### config.mk
export PLATFORM = sky130hd
export DESIGN_NAME = mem_port_arbiter
export DESIGN_NICKNAME = d
export VERILOG_FILES = /design/src/rtl/mem_port_arbiter.sv
export SDC_FILE = /design/constraint.sdc
export NUM_CORES = 1
export LEC_CHECK = 0
export CORE_ASPECT_RATIO = 0.6
export CORE_MARGIN = 2
export CORE_UTILIZATION = 45
export CTS_CLUSTER_SIZE = 20
export DETAILED_ROUTE_END_ITERATION = 10
export PLACE_DENSITY = 0.87
export SETUP_SLACK_MARGIN = 0.2
export SLEW_MARGIN = 40
export SYNTH_ARGS = -nofsm -noshare
export SYNTH_HDL_FRONTEND = slang
export SYNTH_SLANG_ARGS = --single-unit
### constraint.sdc
create_clock -name Clk -period 8.1 [get_ports Clk]
set_clock_uncertainty 0.05 [all_clocks]
set_input_delay 2.43 -clock Clk [delete_from_list [all_inputs] [get_ports Clk]]
set_output_delay 2.43 -clock Clk [all_outputs]
set_load 0.01 [all_outputs]
### src/rtl/mem_port_arbiter.sv
// Round-robin arbiter sharing one memory port between instruction fetch (read-only) and load/store.
// Latency: gnt one cycle after req; rvalid MEM_LAT+1 cycles after req; halt holds off new grants.
module mem_port_arbiter #(
    parameter int AW      = 32,
    parameter int DW      = 32,
    parameter int MEM_LAT = 2
) (
    input  logic          Clk,
    input  logic          peripheral_reset,
    input  logic          halt,
    input  logic          if_req,
    input  logic [AW-1:0] if_addr,
    output logic          if_gnt,
    output logic          if_rvalid,
    output logic [DW-1:0] if_rdata,
    input  logic          lsu_req,
    input  logic          lsu_we,
    input  logic [AW-1:0] lsu_addr,
    input  logic [DW-1:0] lsu_wdata,
    output logic          lsu_gnt,
    output logic          lsu_rvalid,
    output logic [DW-1:0] lsu_rdata,
    output logic          mem_en,
    output logic          mem_we,
    output logic [AW-1:0] mem_addr,
    output logic [DW-1:0] mem_wdata,
    input  logic [DW-1:0] mem_rdata,
    output logic          busy
);
    localparam int CW = $clog2(MEM_LAT) + 1;

    localparam logic [1:0] S_IDLE   = 2'd0;
    localparam logic [1:0] S_ACCESS = 2'd1;
    localparam logic [1:0] S_RESP   = 2'd2;

    logic [1:0]    state;
    logic [CW-1:0] counter;
    logic          last_lsu;
    logic          owner_lsu;
    logic          acc_we;
    logic          pick_if;
    logic          pick_lsu;

    // Tie goes to whichever port did not win last time.
    always_comb begin
        pick_if  = if_req && (!lsu_req || last_lsu);
        pick_lsu = lsu_req && !pick_if;
    end

    always_ff @(posedge Clk or posedge peripheral_reset) begin
        if (peripheral_reset) begin
            state      <= S_IDLE;
            counter    <= '0;
            last_lsu   <= 1'b1;
            owner_lsu  <= 1'b0;
            acc_we     <= 1'b0;
            if_gnt     <= 1'b0;
            if_rvalid  <= 1'b0;
            if_rdata   <= '0;
            lsu_gnt    <= 1'b0;
            lsu_rvalid <= 1'b0;
            lsu_rdata  <= '0;
            mem_en     <= 1'b0;
            mem_we     <= 1'b0;
            mem_addr   <= '0;
            mem_wdata  <= '0;
            busy       <= 1'b0;
        end else begin
            if_gnt     <= 1'b0;
            lsu_gnt    <= 1'b0;
            if_rvalid  <= 1'b0;
            lsu_rvalid <= 1'b0;
            case (state)
                S_IDLE: begin
                    if (!halt && (if_req || lsu_req)) begin
                        state     <= S_ACCESS;
                        busy      <= 1'b1;
                        counter   <= '0;
                        mem_en    <= 1'b1;
                        owner_lsu <= pick_lsu;
                        last_lsu  <= pick_lsu;
                        if_gnt    <= pick_if;
                        lsu_gnt   <= pick_lsu;
                        if (pick_lsu) begin
                            mem_we    <= lsu_we;
                            acc_we    <= lsu_we;
                            mem_addr  <= lsu_addr;
                            mem_wdata <= lsu_wdata;
                        end else begin
                            mem_we    <= 1'b0;
                            acc_we    <= 1'b0;
                            mem_addr  <= if_addr;
                            mem_wdata <= '0;
                        end
                    end
                end
                S_ACCESS: begin
                    // mem_rdata is sampled at the end of the last access cycle.
                    if (counter == CW'(MEM_LAT - 1)) begin
                        state  <= S_RESP;
                        mem_en <= 1'b0;
                        mem_we <= 1'b0;
                        if (owner_lsu) begin
                            lsu_rvalid <= 1'b1;
                            lsu_rdata  <= acc_we ? '0 : mem_rdata;
                        end else begin
                            if_rvalid <= 1'b1;
                            if_rdata  <= mem_rdata;
                        end
                    end else begin
                        counter <= counter + CW'(1);
                    end
                end
                S_RESP: begin
                    state <= S_IDLE;
                    busy  <= 1'b0;
                end
                default: begin
                    state <= S_IDLE;
                    busy  <= 1'b0;
                end
            endcase
        end
    end
endmodule
==> impl_metrics.env, run 1 <==
export IMPL_async_flop_share=1.000
export IMPL_min_period_ns=4.266
export IMPL_overflow=0
export IMPL_clk_pin_slew_ns=0.06
export IMPL_die_area_um2=14040
export IMPL_synth_edf_count=0
export IMPL_powerDensity_nw_per_um2=385.7
export IMPL_gp_congestion=0.8323
export IMPL_area_growth_pct=56.45
export IMPL_min_period_over_period=0.5267
export IMPL_grt_pass1_wl_mm=26.14
export IMPL_p_sw_mw=1.194
export IMPL_pwr_share_comb=0.432
export IMPL_synth_yosys_warnings=0
export IMPL_crit_chain="clkdlybuf4s50_1 > nor3_4 > buf_4 > o21a_4 > o21ai_0"
export IMPL_arrival_ns=4.45
export IMPL_die_height_um=92.58
export IMPL_status="completed"
export IMPL_placed_cell_area_um2=8608
export IMPL_p_sw_frac=0.3363
export IMPL_drv_cap=0
export IMPL_avgRoutedWirePerCell_um=17.69
export IMPL_register_area_um2=3556
export IMPL_critPathMaxStageDelay_ns=0.67
export IMPL_htree_levels=4
export IMPL_stdcell_count=938
export IMPL_crit_family="buffers and inverters"
export IMPL_syn_area_um2=5884
export IMPL_route_met3_wl_mm=1.274
export IMPL_syn_inst=507
export IMPL_hold_path_class="register to register"
export IMPL_drc=0
export IMPL_numCtsBuffers=17
export IMPL_fin_tns_setup_ns=0
export IMPL_crit_start="halt"
export IMPL_grt_max_degree=82
export IMPL_placed_cells=905
export IMPL_fillers=896
export IMPL_drt_vias_per_instance=5.231
export IMPL_fin_nets=890
export IMPL_synth_cell_types=32
export IMPL_row_count=32
export IMPL_dr_pass1_iters=4
export IMPL_core_area_um2=12810
export IMPL_postSynthAreaPerCell_um2=11.61
export IMPL_p_seq_frac=0.361
export IMPL_setup_viol=0
export IMPL_required_ns=8.29
export IMPL_path_class="primary input to register"
export IMPL_cts_resized_gates=0
export IMPL_ir_worst_vdd_v=0.0001848
export IMPL_drt_iter0_markers=202
export IMPL_grt_total_usage=0.2418
export IMPL_dp_hpwl_mm=11.86
export IMPL_cts_hold_buf=0
export IMPL_worst_path_buf_inv=2
export IMPL_cp_end_kind="register"
export IMPL_drv_slew=0
export IMPL_cts_root_buffer="clkbuf_16"
export IMPL_initial_core_util=0.4593
export IMPL_final_antenna_net_count=0
export IMPL_ys_ff_latch=142
export IMPL_synth_flop_cell="dfrtp_1"
export IMPL_rsz0062_at_grt="false"
export IMPL_cts_setup_buffers=0
export IMPL_multiInputGateArea_um2=1966
export IMPL_port_buffers=268
export IMPL_r2r_start="state[0]"
export IMPL_pin_count=269
export IMPL_p_int_mw=2.357
export IMPL_cts_tree="done"
export IMPL_syn_num_nets=642
export IMPL_cp_max_fo=68
export IMPL_design_area_um2=9206
export IMPL_grt_pass1_vias=5073
export IMPL_clockBufferDepth=2
export IMPL_die_x_um=151.6
export IMPL_critPathSlowestCell="o21a_4"
export IMPL_route_layer_met1_wl_mm=7.013
export IMPL_worst_pin_slew_ns=0.7632
export IMPL_ys_seq_area_frac=0.6041
export IMPL_wl_met2_mm=8.136
export IMPL_clkLatencyLatePin_ns=0.40
export IMPL_place_ws_ns=3.405
export IMPL_vias=4907
export IMPL_clockPowerShare=0.206
export IMPL_antenna_found_initial=0
export IMPL_hold_viol=0
export IMPL_p_leak_nw=3.849
export IMPL_top_layer_used="met4"
export IMPL_antenna_cells=0
export IMPL_maxSlewHeadroom=0.4901
export IMPL_finalWorstSetupSlack_ns=3.834
export IMPL_fin_hold_ws_ns=0.4279
export IMPL_clock_sinks=142
export IMPL_wl_mm=16.59
export IMPL_worstHoldStart="lsu_rdata[16]"
export IMPL_max_freq_mhz=234.4
export IMPL_start_kind="primary input"
export IMPL_drive_gt1_frac=0.09766
-- cells in the final DEF, fill, tap and decap left out, types with 4 or more instances in the layout --
cell type	instances
clkdlybuf4s50_1	268
dfrtp_1	140
o21ai_0	66
nand2_1	37
inv_1	36
nand4_1	32
o32ai_1	32
a2bb2oi_1	32
nand2b_1	32
mux2_2	26
clkbuf_16	17
mux2_1	6
inv_6	5
inv_8	4
-- synth_stat cells, drive strengths merged (2+ instances only) --
master	n	area, µm²
clkbuf	21	78.83
nand2	38	142.6
mux2	32	360.3
nand4	32	200.2
a2bb2oi	32	280.3
buf	24	160.2
dfrtp	141	3528
o32ai	32	280.3
a21o	2	15.01
o21ai	67	335.3
inv	38	142.6
nand2b	32	200.2
-- final cells by class --
cell class / count / area share
clock buffers: 18 / 0.04770
inverters: 38 / 0.01604
flip-flops and latches: 142 / 0.3862
well taps: 170 / 0.02310
clock inverters: 14 / 0.01373
multi-input cells: 282 / 0.2135
repair buffers: 274 / 0.2997
-- metrics by stage --
stage	total power, mW	utilization
4_1_cts	3.586	0.7160
3_3_place_gp	2.761	0.6696
6_report	3.551	0.7186
5_1_grt	3.768	0.7186
2_1_floorplan	1.939	-
3_5_place_dp	2.835	0.6719
-- power groups by stage --
stage	clock, mW	sequential [mW]	combinational [mW]
6_report	0.732	1.28	1.54
5_1_grt	0.786	1.33	1.65
4_1_cts	0.750	1.29	1.55
3_5_place_dp	0	1.29	1.55
3_3_place_gp	0	1.27	1.49
2_1_floorplan	0	1.40	0.542
-- tightest hold or removal path, cell delays in order, from the launching register on --
cell,delay (ns)
dfrtp_1,0.34
nand2_1,0.05
o21ai_0,0.06
-- cell families after synthesis --
group	count (synthesis)	synth area share
buf+inv	83	0.06485
fa+ha+maj	1	0.002126
flops	142	0.6041
simple gates	111	0.1057
compound gates	138	0.1620
mux	32	0.06124
-- sequential cells by signal, summed over array words and instances, names as in the netlist --
signal and cells:
if_rdata 32, lsu_rdata 32, mem_addr 32, mem_wdata 32, counter 2, state 2, acc_we 1, busy 1
if_gnt 1, if_rvalid 1, last_lsu 1, lsu_gnt 1, lsu_rvalid 1, mem_en 1, mem_we 1, owner_lsu 1
-- per-layer routing --
metal | up-vias | global-route usage
met1 | 2389 | 0.3128
met4 | 0 | 0.07176
met5 | - | 0
met2 | 201 | 0.3997
li1 | 2307 | -
met3 | 10 | 0.06847
-- worst paths after layout --
kind,endpoint,slack (ns),cells after the start
worst max-delay path,mem_wdata[26],3.83,5
worst min-delay path,lsu_rdata[16],0.43,2
worst max register to register,mem_wdata[26],5.81,4
worst min register to register,lsu_rdata[16],0.43,2
max in group asynchronous,mem_addr[31],4.59,4
min in group asynchronous,lsu_rdata[8],2.30,2
Power figures use the tool's default switching activity.
==> run 2, diff against run 1 <==
--- a/config.mk
+++ b/config.mk
@@ -7,10 +7,10 @@
 export LEC_CHECK = 0
 export CORE_ASPECT_RATIO = 0.6
 export CORE_MARGIN = 2
-export CORE_UTILIZATION = 45
+export CORE_UTILIZATION = 38
 export CTS_CLUSTER_SIZE = 20
 export DETAILED_ROUTE_END_ITERATION = 10
-export PLACE_DENSITY = 0.87
+export PLACE_DENSITY = 0.78
 export SETUP_SLACK_MARGIN = 0.2
 export SLEW_MARGIN = 40
 export SYNTH_ARGS = -nofsm -noshare
==> constraint.sdc (replaced) <==
create_clock -name Clk -period 3.9 [get_ports Clk]
set_clock_uncertainty 0.05 [all_clocks]
set_input_delay 1.17 -clock Clk [delete_from_list [all_inputs] [get_ports Clk]]
set_output_delay 1.17 -clock Clk [all_outputs]
set_load 0.01 [all_outputs]
==> run 2 against run 1 <==
  * Setup slack lost 2.7 ns
  * Cell count grew 3.8%
  * Sequential power grew 110%
  * Highest routed layer unchanged
  * Routed wire length grew 5.0%
  * Non-clock buffer count grew 3
  * Hold slack gained 0.0023 ns
  * Global-route usage shrank 2.9 points
  * Register-to-register slack lost 4.0 ns
  * Combinational power grew 110%
==> impl_metrics.env, run 2 (synthesis gave the netlist of run 1 again) <==
export IMPL_fin_nets=893
export IMPL_dr_pass1_iters=4
export IMPL_avgRoutedWirePerCell_um=17.89
export IMPL_port_buffers=268
export IMPL_worstHoldStart="lsu_rdata[19]"
export IMPL_placed_cell_area_um2=8696
export IMPL_drive_gt1_frac=0.09728
export IMPL_final_antenna_net_count=0
export IMPL_drv_cap=0
export IMPL_wl_mm=17.42
export IMPL_start_kind="primary input"
export IMPL_drt_vias_per_instance=5.130
export IMPL_cp_max_fo=67
export IMPL_drc=0
export IMPL_r2r_cells=6
export IMPL_fin_tns_setup_ns=0
export IMPL_drt_iter0_markers=372
export IMPL_multiInputGateArea_um2=1952
export IMPL_grt_max_degree=143
export IMPL_die_x_um=164.7
export IMPL_holdPathEnd="lsu_rdata[19]"
export IMPL_hold_viol=0
export IMPL_die_area_um2=16530
export IMPL_min_path_cells=2
export IMPL_cts_root_buffer="clkbuf_16"
export IMPL_clkLatencyLatePin_ns=0.40
export IMPL_clockBufferDepth=2
export IMPL_antenna_found_initial=0
export IMPL_cts_hold_buf=0
export IMPL_area_growth_pct=58.24
export IMPL_rsz0062_at_grt="false"
export IMPL_register_area_um2=3556
export IMPL_numCtsBuffers=17
export IMPL_path_class="primary input to register"
export IMPL_clock_sinks=142
export IMPL_arrival_ns=3.02
export IMPL_layout_common_cells="clkdlybuf4s50_1 (268), dfrtp_1 (140), o21ai_0 (66), nand2_1 (38), inv_1 (36)"
export IMPL_gp_congestion=0.8827
export IMPL_antenna_cells=0
export IMPL_initial_core_util=0.3861
export IMPL_hold_path_class="register to register"
export IMPL_clk_pin_slew_ns=0.07
export IMPL_design_area_um2=9311
export IMPL_pin_count=269
export IMPL_timing_rr_end="if_rdata[24]"
export IMPL_row_count=35
export IMPL_p_leak_nw=3.866
export IMPL_min_period_ns=2.777
export IMPL_setup_viol=0
export IMPL_min_period_over_period=0.7120
export IMPL_cts_tree="done"
export IMPL_powerDensity_nw_per_um2=805.1
export IMPL_r2r_start="counter[1]"
export IMPL_fillers=1187
export IMPL_worst_pin_slew_ns=0.6817
export IMPL_cts_setup_buffers=0
export IMPL_status="completed"
export IMPL_grt_total_usage=0.2130
export IMPL_drv_slew=0
export IMPL_htree_levels=4
export IMPL_cts_resized_gates=0
export IMPL_grt_pass1_wl_mm=27.62
export IMPL_core_area_um2=15240
export IMPL_max_freq_mhz=360.1
export IMPL_dp_hpwl_mm=12.29
export IMPL_grt_pass1_vias=5293
export IMPL_die_height_um=100.4
export IMPL_cp_end_kind="register"
export IMPL_vias=4997
export IMPL_required_ns=4.14
export IMPL_final_common_cell="clkdlybuf4s50_1"
export IMPL_reg2reg_slack_ns=1.81
export IMPL_maxSlewHeadroom=0.5455
export IMPL_ir_worst_vdd_v=0.0003574
export IMPL_overflow=0
[run 2: per-stage QoR]
step           instances  power, mW    util  setup slack [ns]  hold WS [ns]
2_1_floorplan        507      4.027       -            0.9037        0.4584
3_5_place_dp         941      5.912  0.5706            0.7153        0.4198
5_1_grt              974      7.939  0.6110             1.010        0.4634
3_3_place_gp         940      5.775  0.5687            0.7894        0.4134
4_1_cts              973      7.556  0.6092             1.172        0.4344
6_report             974      7.497  0.6110             1.123        0.4301
[run 2: per-layer routing]
| metal | track usage | vias up | part of all wire | wire length [µm] |
|---|---|---|---|---|
| met2 | 0.3508 | 212 | 0.48 | 8377 |
| met4 | 0.05485 | 0 | 0.0082 | 143 |
| met5 | 0 | - | 0 | 0 |
| met1 | 0.2753 | 2465 | 0.43 | 7496 |
| li1 | - | 2307 | - | - |
| met3 | 0.06694 | 13 | 0.081 | 1403 |
[run 2: worst max-delay path: stages]
cell,delay [ns]
clkdlybuf4s50_1,0.44
nor3_4,0.13
buf_4,0.59
o21ai_1,0.35
a32o_1,0.33
[run 2: where the power goes]
| part | internal, mW | switching [mW] |
|---|---|---|
| logic | 1.86 | 1.35 |
| registers | 2.20 | 0.488 |
| clock network | 0.957 | 0.647 |
[run 2: worst max path at each step]
stage,from,to,slack (ns)
final,halt,mem_we,1.12
after global placement,halt,mem_we,0.79
after global routing,halt,mem_we,1.01
after CTS,halt,mem_we,1.17
after floorplan,peripheral_reset,acc_we,0.90
after detailed placement,halt,mem_we,0.72
[run 2: final cells by class]
type                       count  area share
clock buffer                  19     0.04649
clock inverter                13     0.01666
inverter                      38     0.01572
multi-input combinational    282      0.2096
sequential                   142      0.3819
tap                          203     0.02728
timing repair buffer         277      0.3023
==> run 3, diff against run 2 <==
==> constraint.sdc (replaced) <==
create_clock -name Clk -period 2.4 [get_ports Clk]
set_clock_uncertainty 0.05 [all_clocks]
set_input_delay 0.72 -clock Clk [delete_from_list [all_inputs] [get_ports Clk]]
set_output_delay 0.72 -clock Clk [all_outputs]
set_load 0.01 [all_outputs]
==> run 3 against run 2 <==
  * Hold slack gained 0.011 ns
  * Via count grew 1.5%
  * Die area is the same
  * Largest cell class unchanged
==> impl_metrics.env, run 3 (synthesis gave the netlist of run 1 again) <==
export IMPL_status="completed"
export IMPL_drive_gt1_frac=0.1098
export IMPL_cts_setup_buffers=0
export IMPL_setup_viol=0
export IMPL_row_count=35
export IMPL_placed_cell_area_um2=8836
export IMPL_clock_sinks=142
export IMPL_dp_hpwl_mm=12.65
export IMPL_cp_end_kind="output port"
export IMPL_numCtsBuffers=17
export IMPL_start_kind="register"
export IMPL_overflow=0
export IMPL_antenna_cells=0
export IMPL_hold_path_class="register to register"
export IMPL_layout_common_cells="clkdlybuf4s50_1 (268), dfrtp_1 (140), o21ai_0 (66), nand2_1 (38), inv_1 (37)"
export IMPL_worst_pin_slew_ns=0.6616
export IMPL_die_area_um2=16530
export IMPL_final_antenna_net_count=0
export IMPL_cts_root_buffer="clkbuf_16"
export IMPL_crit_family="buffers and inverters"
export IMPL_port_buffers=268
export IMPL_critPathSlowestCell="clkdlybuf4s50_1"
export IMPL_ir_worst_vdd_v=0.0006183
export IMPL_drc=0
export IMPL_placed_cells=954
export IMPL_maxSlewHeadroom=0.5580
export IMPL_min_path_cells=2
export IMPL_timing_rr_end="if_rdata[14]"
export IMPL_p_leak_nw=3.929
export IMPL_die_x_um=164.7
export IMPL_fin_nets=905
export IMPL_min_period_over_period=0.8858
export IMPL_drt_vias_per_instance=5.142
export IMPL_core_area_um2=15240
export IMPL_antenna_found_initial=0
export IMPL_clk_pin_slew_ns=0.06
export IMPL_path_class="register to output port"
export IMPL_crit_chain="clkdlybuf4s50_1"
export IMPL_arrival_ns=1.36
export IMPL_cp_max_fo=2
export IMPL_grt_max_degree=66
export IMPL_grt_pass1_wl_mm=27.35
export IMPL_required_ns=1.63
export IMPL_grt_pass1_vias=5321
export IMPL_worst_path_buf_inv=1
export IMPL_r2r_cells=6
export IMPL_clockBufferDepth=2
export IMPL_cts_hold_buf=0
export IMPL_drv_cap=0
export IMPL_hold_viol=0
export IMPL_design_area_um2=9422
export IMPL_holdPathEnd="lsu_rdata[18]"
export IMPL_dr_pass1_iters=6
export IMPL_area_growth_pct=60.11
export IMPL_min_period_ns=2.126
export IMPL_rsz0062_at_grt="false"
export IMPL_final_common_cell="clkdlybuf4s50_1"
export IMPL_avgRoutedWirePerCell_um=17.60
export IMPL_reg2reg_slack_ns=0.67
export IMPL_clkLatencyLatePin_ns=0.40
export IMPL_vias=5070
export IMPL_pin_count=269
export IMPL_gp_congestion=0.8778
export IMPL_fin_hold_ws_ns=0.4407
export IMPL_max_freq_mhz=470.4
export IMPL_r2r_start="counter[1]"
export IMPL_htree_levels=4
export IMPL_die_height_um=100.4
export IMPL_critPathMaxStageDelay_ns=0.58
export IMPL_grt_total_usage=0.2120
export IMPL_worstHoldStart="lsu_rdata[18]"
export IMPL_drt_iter0_markers=356
export IMPL_stdcell_count=986
export IMPL_drv_slew=0
export IMPL_wl_mm=17.36
export IMPL_initial_core_util=0.3861
export IMPL_fin_tns_setup_ns=0
export IMPL_cts_resized_gates=0
export IMPL_powerDensity_nw_per_um2=1296
export IMPL_cts_tree="done"
==> run 3: cell types whose count changed in the layout (fill, tap and decap cells not counted), moves of 2 or more <==
cell	before	now
buf_12	2	7
buf_16	2	0
buf_4	5	14
clkinv_4	4	0
==> run 3: worst max-delay path by stage <==
stage                                start  slack, ns  cells past startpoint      endpoint
after floorplan           peripheral_reset      -0.15                      1        acc_we
after global placement             lsu_req       0.03                      5  mem_addr[27]
after detailed placement           lsu_req      -0.09                      5  mem_addr[23]
after CTS                     mem_wdata[0]       0.24                      1  mem_wdata[0]
after global routing          mem_wdata[0]       0.21                      1  mem_wdata[0]
final                         mem_wdata[0]       0.27                      1  mem_wdata[0]
==> run 3: power breakdown <==
part	internal, mW	total (mW)	switching (mW)
Sequential	3.57	4.35	0.780
Combinational	3.05	5.25	2.19
Clock	1.56	2.61	1.05
Total	8.18	12.2	4.03
==> run 3: per-layer routing <==
| metal | global-route usage | vias up | wire length [µm] |
|---|---|---|---|
| met3 | 0.06364 | 12 | 1436 |
| met2 | 0.3495 | 217 | 8174 |
| met1 | 0.2750 | 2498 | 7622 |
| li1 | - | 2343 | - |
| met4 | 0.05619 | 0 | 124 |
| met5 | 0 | - | 0 |
==> run 3: area by class of cell <==
cell class	count	area [µm²]
multi-input cells	282	1952
clock buffers	19	432.9
inverters	38	146.4
flip-flops and latches	142	3556
clock inverters	13	152.6
fillers	1209	5818
well taps	203	254.0
repair buffers	289	2928
==> run 3: metrics by stage <==
stage / setup WS (ns) / power [mW] / utilization
after floorplan: -0.1463 / 6.544 / -
after global placement: 0.03386 / 9.438 / 0.5797
after detailed placement: -0.09404 / 9.641 / 0.5798
after CTS: 0.2350 / 12.32 / 0.6182
after global routing: 0.2100 / 12.96 / 0.6182
final: 0.2741 / 12.21 / 0.6182
==> run 3: worst register-to-register path, delay by kind of cell (launching register included) <==
family	cells	cell delay, ns
muxes	1	0.38
and+or+nand+nor	2	0.36
buffers and inverters	2	0.29
DFF	1	0.38
adders and majority gates	1	0.17
